File: config.mk
export PLATFORM = sky130hd
export DESIGN_NAME = can_tx_scheduler_flat
export DESIGN_NICKNAME = d
export VERILOG_FILES = /design/src/rtl/can_defs.sv /design/src/rtl/can_tx_scheduler_if.sv /design/src/rtl/can_prio_select.sv /design/src/rtl/can_tx_scheduler.sv /design/src/flat_wrapper.sv
export SDC_FILE = /design/constraint.sdc
export NUM_CORES = 1
export LEC_CHECK = 0
export CAP_MARGIN = 10
export CELL_PAD_IN_SITES_DETAIL_PLACEMENT = 1
export CELL_PAD_IN_SITES_GLOBAL_PLACEMENT = 2
export CORE_ASPECT_RATIO = 1.4
export CORE_MARGIN = 5
export CORE_UTILIZATION = 44
export DETAILED_ROUTE_END_ITERATION = 12
export GPL_TIMING_DRIVEN = 0
export PLACE_DENSITY = 0.95
export SLEW_MARGIN = 25
export SYNTH_ARGS = -nofsm -noshare
export SYNTH_HDL_FRONTEND = slang
export SYNTH_SLANG_ARGS = --single-unit
File: constraint.sdc
create_clock -name clk -period 13.2 [get_ports clk]
set_input_delay 1.32 -clock clk [delete_from_list [all_inputs] [get_ports clk]]
set_output_delay 1.32 -clock clk [all_outputs]
set_load 0.05 [all_outputs]
File: src/rtl/can_defs.sv
// Shared CAN transmit definitions: scheduler FSM states and mailbox geometry.
package can_defs;

    localparam int MB_BYTES = 10;   // bytes per mailbox, transmitter frame layout
    localparam int KEY_W    = 11;   // arbitration key {byte0, byte1[7:5]}
    localparam int ADDR_W   = 4;    // host byte-address width
    localparam int RETRY_W  = 4;    // saturating retry counter width

    typedef enum logic [2:0] {
        IDLE,
        SELECT,
        START,
        WAIT,
        RESOLVE
    } state_e;

    typedef logic [MB_BYTES-1:0][7:0] mb_t;

endpackage

File: src/rtl/can_tx_scheduler_if.sv
// Host-side bus of the CAN transmit scheduler: mailbox writes, request control
// and per-mailbox status/completion reporting.
interface can_tx_scheduler_if
    import can_defs::*;
#(
    parameter int NUM_MB = 3
) ();

    localparam int MB_W = $clog2(NUM_MB);

    logic              wr_en;
    logic [MB_W-1:0]   wr_mb;
    logic [ADDR_W-1:0] wr_addr;
    logic [7:0]        wr_data;
    logic [NUM_MB-1:0] req_set;
    logic [NUM_MB-1:0] req_abort;
    logic [NUM_MB-1:0] req_pending;
    logic [NUM_MB-1:0] tx_ok;
    logic [NUM_MB-1:0] tx_fail;
    logic [NUM_MB-1:0] tx_aborted;

    // Host side drives writes and requests, observes status.
    modport master (
        output wr_en, wr_mb, wr_addr, wr_data, req_set, req_abort,
        input  req_pending, tx_ok, tx_fail, tx_aborted
    );

    // Scheduler side.
    modport slave (
        input  wr_en, wr_mb, wr_addr, wr_data, req_set, req_abort,
        output req_pending, tx_ok, tx_fail, tx_aborted
    );

endinterface

File: src/rtl/can_prio_select.sv
// Combinational lowest-key selector: among valid entries picks the smallest key,
// lowest index on ties (strict compare keeps the earlier index).
module can_prio_select #(
    parameter int N     = 3,
    parameter int KEY_W = 11,
    parameter int IDX_W = $clog2(N)
) (
    input  logic [N-1:0][KEY_W-1:0] keys_i,
    input  logic [N-1:0]            valid_i,
    output logic [IDX_W-1:0]        idx_o,
    output logic                    valid_o
);

    logic [KEY_W-1:0] best;

    // Linear scan for the minimum key among valid entries.
    always_comb begin
        // NOTE: every output of a combinational block gets a default first so no latch is inferred.
        idx_o   = '0;
        valid_o = 1'b0;
        best    = '0;
        for (int i = 0; i < N; i++) begin
            if (valid_i[i] && (!valid_o || keys_i[i] < best)) begin
                valid_o = 1'b1;
                idx_o   = IDX_W'(i);
                best    = keys_i[i];
            end
        end
    end

endmodule

File: src/rtl/can_tx_scheduler.sv
// CAN transmit scheduler: holds NUM_MB mailboxes, picks the pending one with the
// lowest arbitration key, hands it to the transmitter and resolves the outcome
// (ok / arbitration-loss retry / failure / abort).
module can_tx_scheduler
    import can_defs::*;
#(
    parameter int NUM_MB    = 3,
    parameter int MAX_RETRY = 7
) (
    input  logic                clk,
    input  logic                rst,
    input  logic                sample_point,
    input  logic                tx_done,
    input  logic                arb_lost,
    can_tx_scheduler_if.slave   host,
    output logic                start_tx,
    output logic [7:0]          tx_data_0,
    output logic [7:0]          tx_data_1,
    output logic [7:0]          tx_data_2,
    output logic [7:0]          tx_data_3,
    output logic [7:0]          tx_data_4,
    output logic [7:0]          tx_data_5,
    output logic [7:0]          tx_data_6,
    output logic [7:0]          tx_data_7,
    output logic [7:0]          tx_data_8,
    output logic [7:0]          tx_data_9,
    output logic                tx_busy
);

    localparam int MB_W = $clog2(NUM_MB);

    state_e               state_q;
    logic [MB_W-1:0]      active_q;
    logic                 outcome_ok_q;   // RESOLVE outcome: 1 = frame done, 0 = arbitration lost
    logic                 abort_rec_q;    // abort requested on the mailbox currently on the bus
    logic                 resel_q;        // SELECT entered from RESOLVE (retry), not from IDLE
    logic [RETRY_W-1:0]   retry_q;
    logic                 start_tx_q;
    logic                 tx_busy_q;
    mb_t                  tx_data_q;

    mb_t                  mb_q [NUM_MB];
    logic [NUM_MB-1:0]    pending_q, pending_d;
    logic [NUM_MB-1:0]    tx_ok_q, tx_ok_d;
    logic [NUM_MB-1:0]    tx_fail_q, tx_fail_d;
    logic [NUM_MB-1:0]    tx_aborted_q, tx_aborted_d;

    logic [NUM_MB-1:0][KEY_W-1:0] keys;
    logic [MB_W-1:0]      sel_idx;
    logic                 sel_valid;

    logic                 on_bus;          // START..RESOLVE: active_q owns the transmitter
    logic [MB_W-1:0]      cur_act;         // mailbox treated as active this cycle
    logic                 cur_act_valid;
    logic [RETRY_W-1:0]   retry_inc;
    logic                 eff_abort;
    logic                 retry_exhausted;

    // Arbitration keys straight from the identifier bytes of each mailbox.
    always_comb begin
        for (int i = 0; i < NUM_MB; i++) begin
            keys[i] = {mb_q[i][0], mb_q[i][1][7:5]};
        end
    end

    can_prio_select #(
        .N     (NUM_MB),
        .KEY_W (KEY_W),
        .IDX_W (MB_W)
    ) u_prio_select (
        .keys_i  (keys),
        .valid_i (pending_q),
        .idx_o   (sel_idx),
        .valid_o (sel_valid)
    );

    // In SELECT the winner is about to be latched, so an abort aimed at it must be
    // recorded rather than applied as a plain pending clear.
    assign on_bus          = (state_q == START) || (state_q == WAIT) || (state_q == RESOLVE);
    assign cur_act         = (state_q == SELECT) ? sel_idx : active_q;
    assign cur_act_valid   = on_bus || ((state_q == SELECT) && sel_valid);
    assign retry_inc       = (retry_q == '1) ? retry_q : retry_q + RETRY_W'(1);
    assign eff_abort       = abort_rec_q || host.req_abort[active_q];
    assign retry_exhausted = (MAX_RETRY != 0) && (int'(retry_inc) >= MAX_RETRY);

    // Next pending flags and completion pulses from host requests and the RESOLVE outcome.
    always_comb begin
        pending_d    = pending_q;
        tx_ok_d      = '0;
        tx_fail_d    = '0;
        tx_aborted_d = '0;
        for (int i = 0; i < NUM_MB; i++) begin
            if (cur_act_valid && (cur_act == MB_W'(i))) begin
                // Active mailbox is already pending; its abort is recorded by the FSM.
            end else if (host.req_abort[i]) begin
                pending_d[i]    = 1'b0;
                tx_aborted_d[i] = pending_q[i] || host.req_set[i];
            end else if (host.req_set[i]) begin
                pending_d[i] = 1'b1;
            end
        end
        if (state_q == RESOLVE) begin
            if (outcome_ok_q) begin
                tx_ok_d[active_q]   = 1'b1;
                pending_d[active_q] = 1'b0;
            end else if (eff_abort) begin
                tx_aborted_d[active_q] = 1'b1;
                pending_d[active_q]    = 1'b0;
            end else if (retry_exhausted) begin
                tx_fail_d[active_q] = 1'b1;
                pending_d[active_q] = 1'b0;
            end
        end
    end

    // Pending flags and one-cycle completion pulses.
    always_ff @(posedge clk) begin
        // NOTE: sequential state uses non-blocking assignments so every register samples pre-edge values.
        if (rst) begin
            pending_q    <= '0;
            tx_ok_q      <= '0;
            tx_fail_q    <= '0;
            tx_aborted_q <= '0;
        end else begin
            pending_q    <= pending_d;
            tx_ok_q      <= tx_ok_d;
            tx_fail_q    <= tx_fail_d;
            tx_aborted_q <= tx_aborted_d;
        end
    end

    // Host byte writes; locked while the mailbox is pending or on the bus.
    always_ff @(posedge clk) begin
        // NOTE: mailbox storage is reset on purpose: a request on a never-written mailbox must send zeros.
        if (rst) begin
            for (int i = 0; i < NUM_MB; i++) begin
                mb_q[i] <= '0;
            end
        end else if (host.wr_en && (host.wr_addr < ADDR_W'(MB_BYTES))) begin
            for (int i = 0; i < NUM_MB; i++) begin
                if ((host.wr_mb == MB_W'(i)) && !pending_q[i] &&
                    !(on_bus && (active_q == MB_W'(i)))) begin
                    mb_q[i][host.wr_addr] <= host.wr_data;
                end
            end
        end
    end

    // Scheduler FSM with registered start_tx / tx_busy / tx_data.
    always_ff @(posedge clk) begin
        if (rst) begin
            state_q      <= IDLE;
            active_q     <= '0;
            outcome_ok_q <= 1'b0;
            abort_rec_q  <= 1'b0;
            resel_q      <= 1'b0;
            retry_q      <= '0;
            start_tx_q   <= 1'b0;
            tx_busy_q    <= 1'b0;
            tx_data_q    <= '0;
        end else begin
            case (state_q)
                IDLE: begin
                    if (|pending_q) begin
                        state_q   <= SELECT;
                        tx_busy_q <= 1'b1;
                        resel_q   <= 1'b0;
                    end
                end
                SELECT: begin
                    if (sel_valid) begin
                        active_q    <= sel_idx;
                        tx_data_q   <= mb_q[sel_idx];
                        abort_rec_q <= host.req_abort[sel_idx];
                        if (!resel_q || (sel_idx != active_q)) begin
                            retry_q <= '0;
                        end
                        start_tx_q  <= 1'b1;
                        state_q     <= START;
                    end else begin
                        // Everything was aborted between IDLE and SELECT.
                        state_q   <= IDLE;
                        tx_busy_q <= 1'b0;
                    end
                end
                START: begin
                    abort_rec_q <= abort_rec_q || host.req_abort[active_q];
                    if (sample_point) begin
                        start_tx_q <= 1'b0;
                        state_q    <= WAIT;
                    end
                end
                WAIT: begin
                    abort_rec_q <= abort_rec_q || host.req_abort[active_q];
                    if (sample_point && tx_done) begin
                        outcome_ok_q <= 1'b1;
                        state_q      <= RESOLVE;
                    end else if (sample_point && arb_lost) begin
                        outcome_ok_q <= 1'b0;
                        state_q      <= RESOLVE;
                    end
                end
                RESOLVE: begin
                    abort_rec_q <= 1'b0;
                    if (!outcome_ok_q) begin
                        retry_q <= retry_inc;
                    end
                    if (outcome_ok_q || eff_abort || retry_exhausted) begin
                        state_q   <= IDLE;
                        tx_busy_q <= 1'b0;
                        tx_data_q <= '0;
                    end else begin
                        // Re-arbitrate so newly pending mailboxes compete too.
                        state_q <= SELECT;
                        resel_q <= 1'b1;
                    end
                end
                default: begin
                    state_q <= IDLE;
                end
            endcase
        end
    end

    assign start_tx         = start_tx_q;
    assign tx_busy          = tx_busy_q;
    assign tx_data_0        = tx_data_q[0];
    assign tx_data_1        = tx_data_q[1];
    assign tx_data_2        = tx_data_q[2];
    assign tx_data_3        = tx_data_q[3];
    assign tx_data_4        = tx_data_q[4];
    assign tx_data_5        = tx_data_q[5];
    assign tx_data_6        = tx_data_q[6];
    assign tx_data_7        = tx_data_q[7];
    assign tx_data_8        = tx_data_q[8];
    assign tx_data_9        = tx_data_q[9];
    assign host.req_pending = pending_q;
    assign host.tx_ok       = tx_ok_q;
    assign host.tx_fail     = tx_fail_q;
    assign host.tx_aborted  = tx_aborted_q;

endmodule

File: src/flat_wrapper.sv
// flat-port wrapper written by rule: the top's interface ports become plain ports
module can_tx_scheduler_flat import can_defs::*;
#(
    parameter int NUM_MB    = 3,
    parameter int MAX_RETRY = 7
)
  (clk, rst, sample_point, tx_done, arb_lost, start_tx, tx_data_0, tx_data_1, tx_data_2, tx_data_3, tx_data_4, tx_data_5, tx_data_6, tx_data_7, tx_data_8, tx_data_9, tx_busy, host_wr_en, host_wr_mb, host_wr_addr, host_wr_data, host_req_set, host_req_abort, host_req_pending, host_tx_ok, host_tx_fail, host_tx_aborted);
  can_tx_scheduler_if #(.NUM_MB(NUM_MB)) host_i ();
  input  logic clk;
  input  logic rst;
  input  logic sample_point;
  input  logic tx_done;
  input  logic arb_lost;
  output logic start_tx;
  output logic [7:0] tx_data_0;
  output logic [7:0] tx_data_1;
  output logic [7:0] tx_data_2;
  output logic [7:0] tx_data_3;
  output logic [7:0] tx_data_4;
  output logic [7:0] tx_data_5;
  output logic [7:0] tx_data_6;
  output logic [7:0] tx_data_7;
  output logic [7:0] tx_data_8;
  output logic [7:0] tx_data_9;
  output logic tx_busy;
  input wire logic [$bits(host_i.wr_en)-1:0] host_wr_en;
  input wire logic [$bits(host_i.wr_mb)-1:0] host_wr_mb;
  input wire logic [$bits(host_i.wr_addr)-1:0] host_wr_addr;
  input wire logic [$bits(host_i.wr_data)-1:0] host_wr_data;
  input wire logic [$bits(host_i.req_set)-1:0] host_req_set;
  input wire logic [$bits(host_i.req_abort)-1:0] host_req_abort;
  output wire logic [$bits(host_i.req_pending)-1:0] host_req_pending;
  output wire logic [$bits(host_i.tx_ok)-1:0] host_tx_ok;
  output wire logic [$bits(host_i.tx_fail)-1:0] host_tx_fail;
  output wire logic [$bits(host_i.tx_aborted)-1:0] host_tx_aborted;
  assign host_i.wr_en = host_wr_en;
  assign host_i.wr_mb = host_wr_mb;
  assign host_i.wr_addr = host_wr_addr;
  assign host_i.wr_data = host_wr_data;
  assign host_i.req_set = host_req_set;
  assign host_i.req_abort = host_req_abort;
  assign host_req_pending = host_i.req_pending;
  assign host_tx_ok = host_i.tx_ok;
  assign host_tx_fail = host_i.tx_fail;
  assign host_tx_aborted = host_i.tx_aborted;
  can_tx_scheduler #(.NUM_MB(NUM_MB), .MAX_RETRY(MAX_RETRY)) u_core (.clk(clk), .rst(rst), .sample_point(sample_point), .tx_done(tx_done), .arb_lost(arb_lost), .host(host_i), .start_tx(start_tx), .tx_data_0(tx_data_0), .tx_data_1(tx_data_1), .tx_data_2(tx_data_2), .tx_data_3(tx_data_3), .tx_data_4(tx_data_4), .tx_data_5(tx_data_5), .tx_data_6(tx_data_6), .tx_data_7(tx_data_7), .tx_data_8(tx_data_8), .tx_data_9(tx_data_9), .tx_busy(tx_busy));
endmodule
==> impl_metrics.ini <==
[timing]
period_needed_ps = 6407
period_share_pct = 48.54
slew_headroom_pct = 37.02
rsz0062_at_grt = no
worst_pin_slew_ps = 938.4
timing.fmax_mhz = 156.1
worst_clock_skew_ps = 23.60
finalMaxSlewViolations = 0
worst_slack_ps = 6793
hold_viol = 0
finalSetupTns_ps = 0
hold_ws_ps = 483.3
setup_violations = 0

[layout]
mostFrequentLayoutCells = edfxtp_1 (240), clkdlybuf4s50_1 (118), nand2_1 (109)
final_util_pct = 54.11
seqCellArea_um2 = 9329
nFillCells = 3076
area_delta_synth_final_pct = 21.69
multi_input_area_um2 = 4113
insertedDiodeCount = 0
final_common_cell = edfxtp_1
stdcell_area_um2 = 16670
drive_above_1_share_pct = 9.575
num-nets-final = 1221

[synth]
synth_edf_count = 240
synth_fp_nets = 1060
synth_area_leaders = edfxtp_1 (53%), dfxtp_1 (15%), mux2i_1 (6.0%)
postSynthAreaPerCell_um2 = 13.52
yosys_warnings = 0
yosys.area.top_type = edfxtp_1
synthFlopType = edfxtp_1
synth_top_area_share_pct = 52.61
synthCells = 1013
async_flop_share_pct = 0
yosysSeqAreaShare_pct = 68.10
ys_ff_latch = 346
syn_area_um2 = 13700
synth_cell_types = 64

[floorplanning]
start_util_pct = 44.46
num_rows = 76
ioPinCount = 120
core-area_um2 = 30810
dieArea_um2 = 34810
die_w_um = 159.1
die_y_um = 218.8

[clock_tree]
htree_levels = 2
clockBufferDepth = 3
cts_root_buf = clkbuf_16
cts-resized-gates = 0
hold_buffers = 0
cts_tree = done
insertion_delay_ps = 540
cts_made_buffers = 35
path_clk_slew_ps = 60
cts_sinks = 346
post_cts_buffers = 0

[worst_hold_path]
hp-start = u_core.tx_data_9[5]
hp-class = reg2reg
whs_path_depth = 1
holdPathEnd = u_core.tx_data_9[5]

[setup_path]
path_max_fanout = 10
rr_worst_depth = 23
startpoint_type = register
critical_path_arrival_ps = 6830
slowest_delay_ps = 510
r2r_end = u_core.tx_data_5[7]
cp.buffers_inverters = 8
critPathTopFamily = compound AO/OA/AOI/OAI gates
end_kind = register
path_common_cell = buf_6
reg2reg_from = u_core.host.req_pending[0]
worstPathCellList = buf_6 > clkbuf_1 > nand2_1 > ha_1 > a21oi_1 > o21ai_1 > a221o_1 > a21boi_1 > buf_4 > buf_4 > buf_6 > buf_2 > a22oi_1 > ha_1 > a21oi_1 > o221ai_1 > a21oi_2 > o2111ai_1 > o21ai_2 > buf_6 > clkbuf_1 > o21ai_1 > a22o_1
path_class = reg2reg
crit_required_ps = 13620
crit_slowest_cell = clkbuf_1
rrSetupSlack_ps = 6790

[drt]
drt-wirelength-per-cell_um = 25.25
routed_wl_um = 40170
drcViolationCount = 0
drtPass1Iterations = 5
antenna_left = 0
via_per_inst = 5.872
drt_iter0_markers = 707
vias = 9343

[global_route]
grt.overflow.total = 0
grt_pass1_wl_um = 61020
grt_start_max_net_pins = 31
antenna_found_initial = 0
grt_usage_pct = 22.66
grt_pass1_vias = 10150

[place]
place_area_um2 = 15510
portBuffers = 118
place_ws_ps = 6852
gp_congestion = 0.8358
dp_hpwl_um = 26240

[run]
cap_violations = 0

[power]
leakagePower_nw = 6.016
ir_worst_vdd_mv = 0.1249
p_per_area_nw_per_um2 = 149.5

[status]
status = finished clean
[through the flow]
stage               total power, W  cells
floorplan                 0.001402   1013
global placement          0.001483   1521
detailed placement        0.001499   1527
CTS                       0.002506   1591
global route              0.002574   1591
finish                    0.002493   1591
[per-layer routing]
layer	track usage [%]	vias to the layer above	part of all wire, %
met2	41.06	339	53
met4	10.73	0	4.8
li1	-	4175	-
met1	25.87	4721	37
met3	4.133	108	5.3
met5	0	-	0
[report_power, final]
part / internal, W / switching, W
Sequential: 0.00121 / 0.0000243
Combinational: 0.0000779 / 0.000166
Clock: 0.000581 / 0.000431
[synthesized netlist by cell type, drive strengths merged (2+ instances only)]
| cell | number |
|---|---|
| edfxtp | 240 |
| nand2 | 109 |
| dfxtp | 106 |
| o21ai | 96 |
| mux2i | 82 |
| a22o | 80 |
| nor2 | 47 |
| buf | 33 |
| a21o | 32 |
| clkbuf | 28 |
| ha | 21 |
| a21oi | 20 |
| nor3 | 18 |
| a22oi | 12 |
| nand2b | 11 |
| nor2b | 9 |
| a211oi | 6 |
| inv | 5 |
| a21boi | 4 |
| and2 | 3 |
| and3 | 3 |
| nand3b | 3 |
| nand4 | 3 |
| nor3b | 3 |
| nor4 | 3 |
| o2111ai | 3 |
| o211ai | 3 |
| a2111oi | 2 |
| a221oi | 2 |
| nand3 | 2 |
| o21bai | 2 |
| o221ai | 2 |
| o31ai | 2 |
[flip-flops by register name (all words and copies together) (netlist names), 2 cells and up]
register                 flops
u_core.mb_q                240
u_core.tx_data_0             8
u_core.tx_data_1             8
u_core.tx_data_2             8
u_core.tx_data_3             8
u_core.tx_data_4             8
u_core.tx_data_5             8
u_core.tx_data_6             8
u_core.tx_data_7             8
u_core.tx_data_8             8
u_core.tx_data_9             8
u_core.retry_q               4
u_core.host.req_pending      3
u_core.host.tx_aborted       3
u_core.host.tx_fail          3
u_core.host.tx_ok            3
u_core.state_q               3
u_core.active_q              2
[logic make-up after synthesis]
family / count (synthesis) / synth area share, %
compound gates: 277 / 14.20
simple gates: 219 / 7.261
fa+ha+maj: 21 / 1.918
buf+inv: 66 / 2.384
flops: 346 / 68.10
xor+xnor: 1 / 0.06394
mux: 83 / 6.074
[area by class of cell]
| cell class | count | share of cell area (%) |
|---|---|---|
| Inverter | 5 | 0.1126 |
| Tap cell | 390 | 2.927 |
| Sequential cell | 346 | 55.96 |
| Clock buffer | 50 | 6.079 |
| Timing Repair Buffer | 124 | 7.513 |
| Multi-Input combinational cell | 601 | 24.67 |
| Clock inverter | 14 | 0.8931 |
| Buffer | 61 | 1.846 |
[worst max-delay path by stage]
stage / startpoint / to / depth (start not counted)
2_1_floorplan: u_core.host.req_pending[0] / u_core.host.req_pending[0] / 23
3_3_place_gp: u_core.host.req_pending[0] / u_core.tx_data_5[7] / 23
3_5_place_dp: u_core.host.req_pending[0] / u_core.tx_data_5[7] / 23
4_1_cts: u_core.host.req_pending[0] / u_core.tx_data_5[7] / 23
5_1_grt: u_core.host.req_pending[0] / u_core.tx_data_5[7] / 23
6_report: u_core.host.req_pending[0] / u_core.tx_data_5[7] / 23
Note: power is estimated with default switching activity, not from simulation.
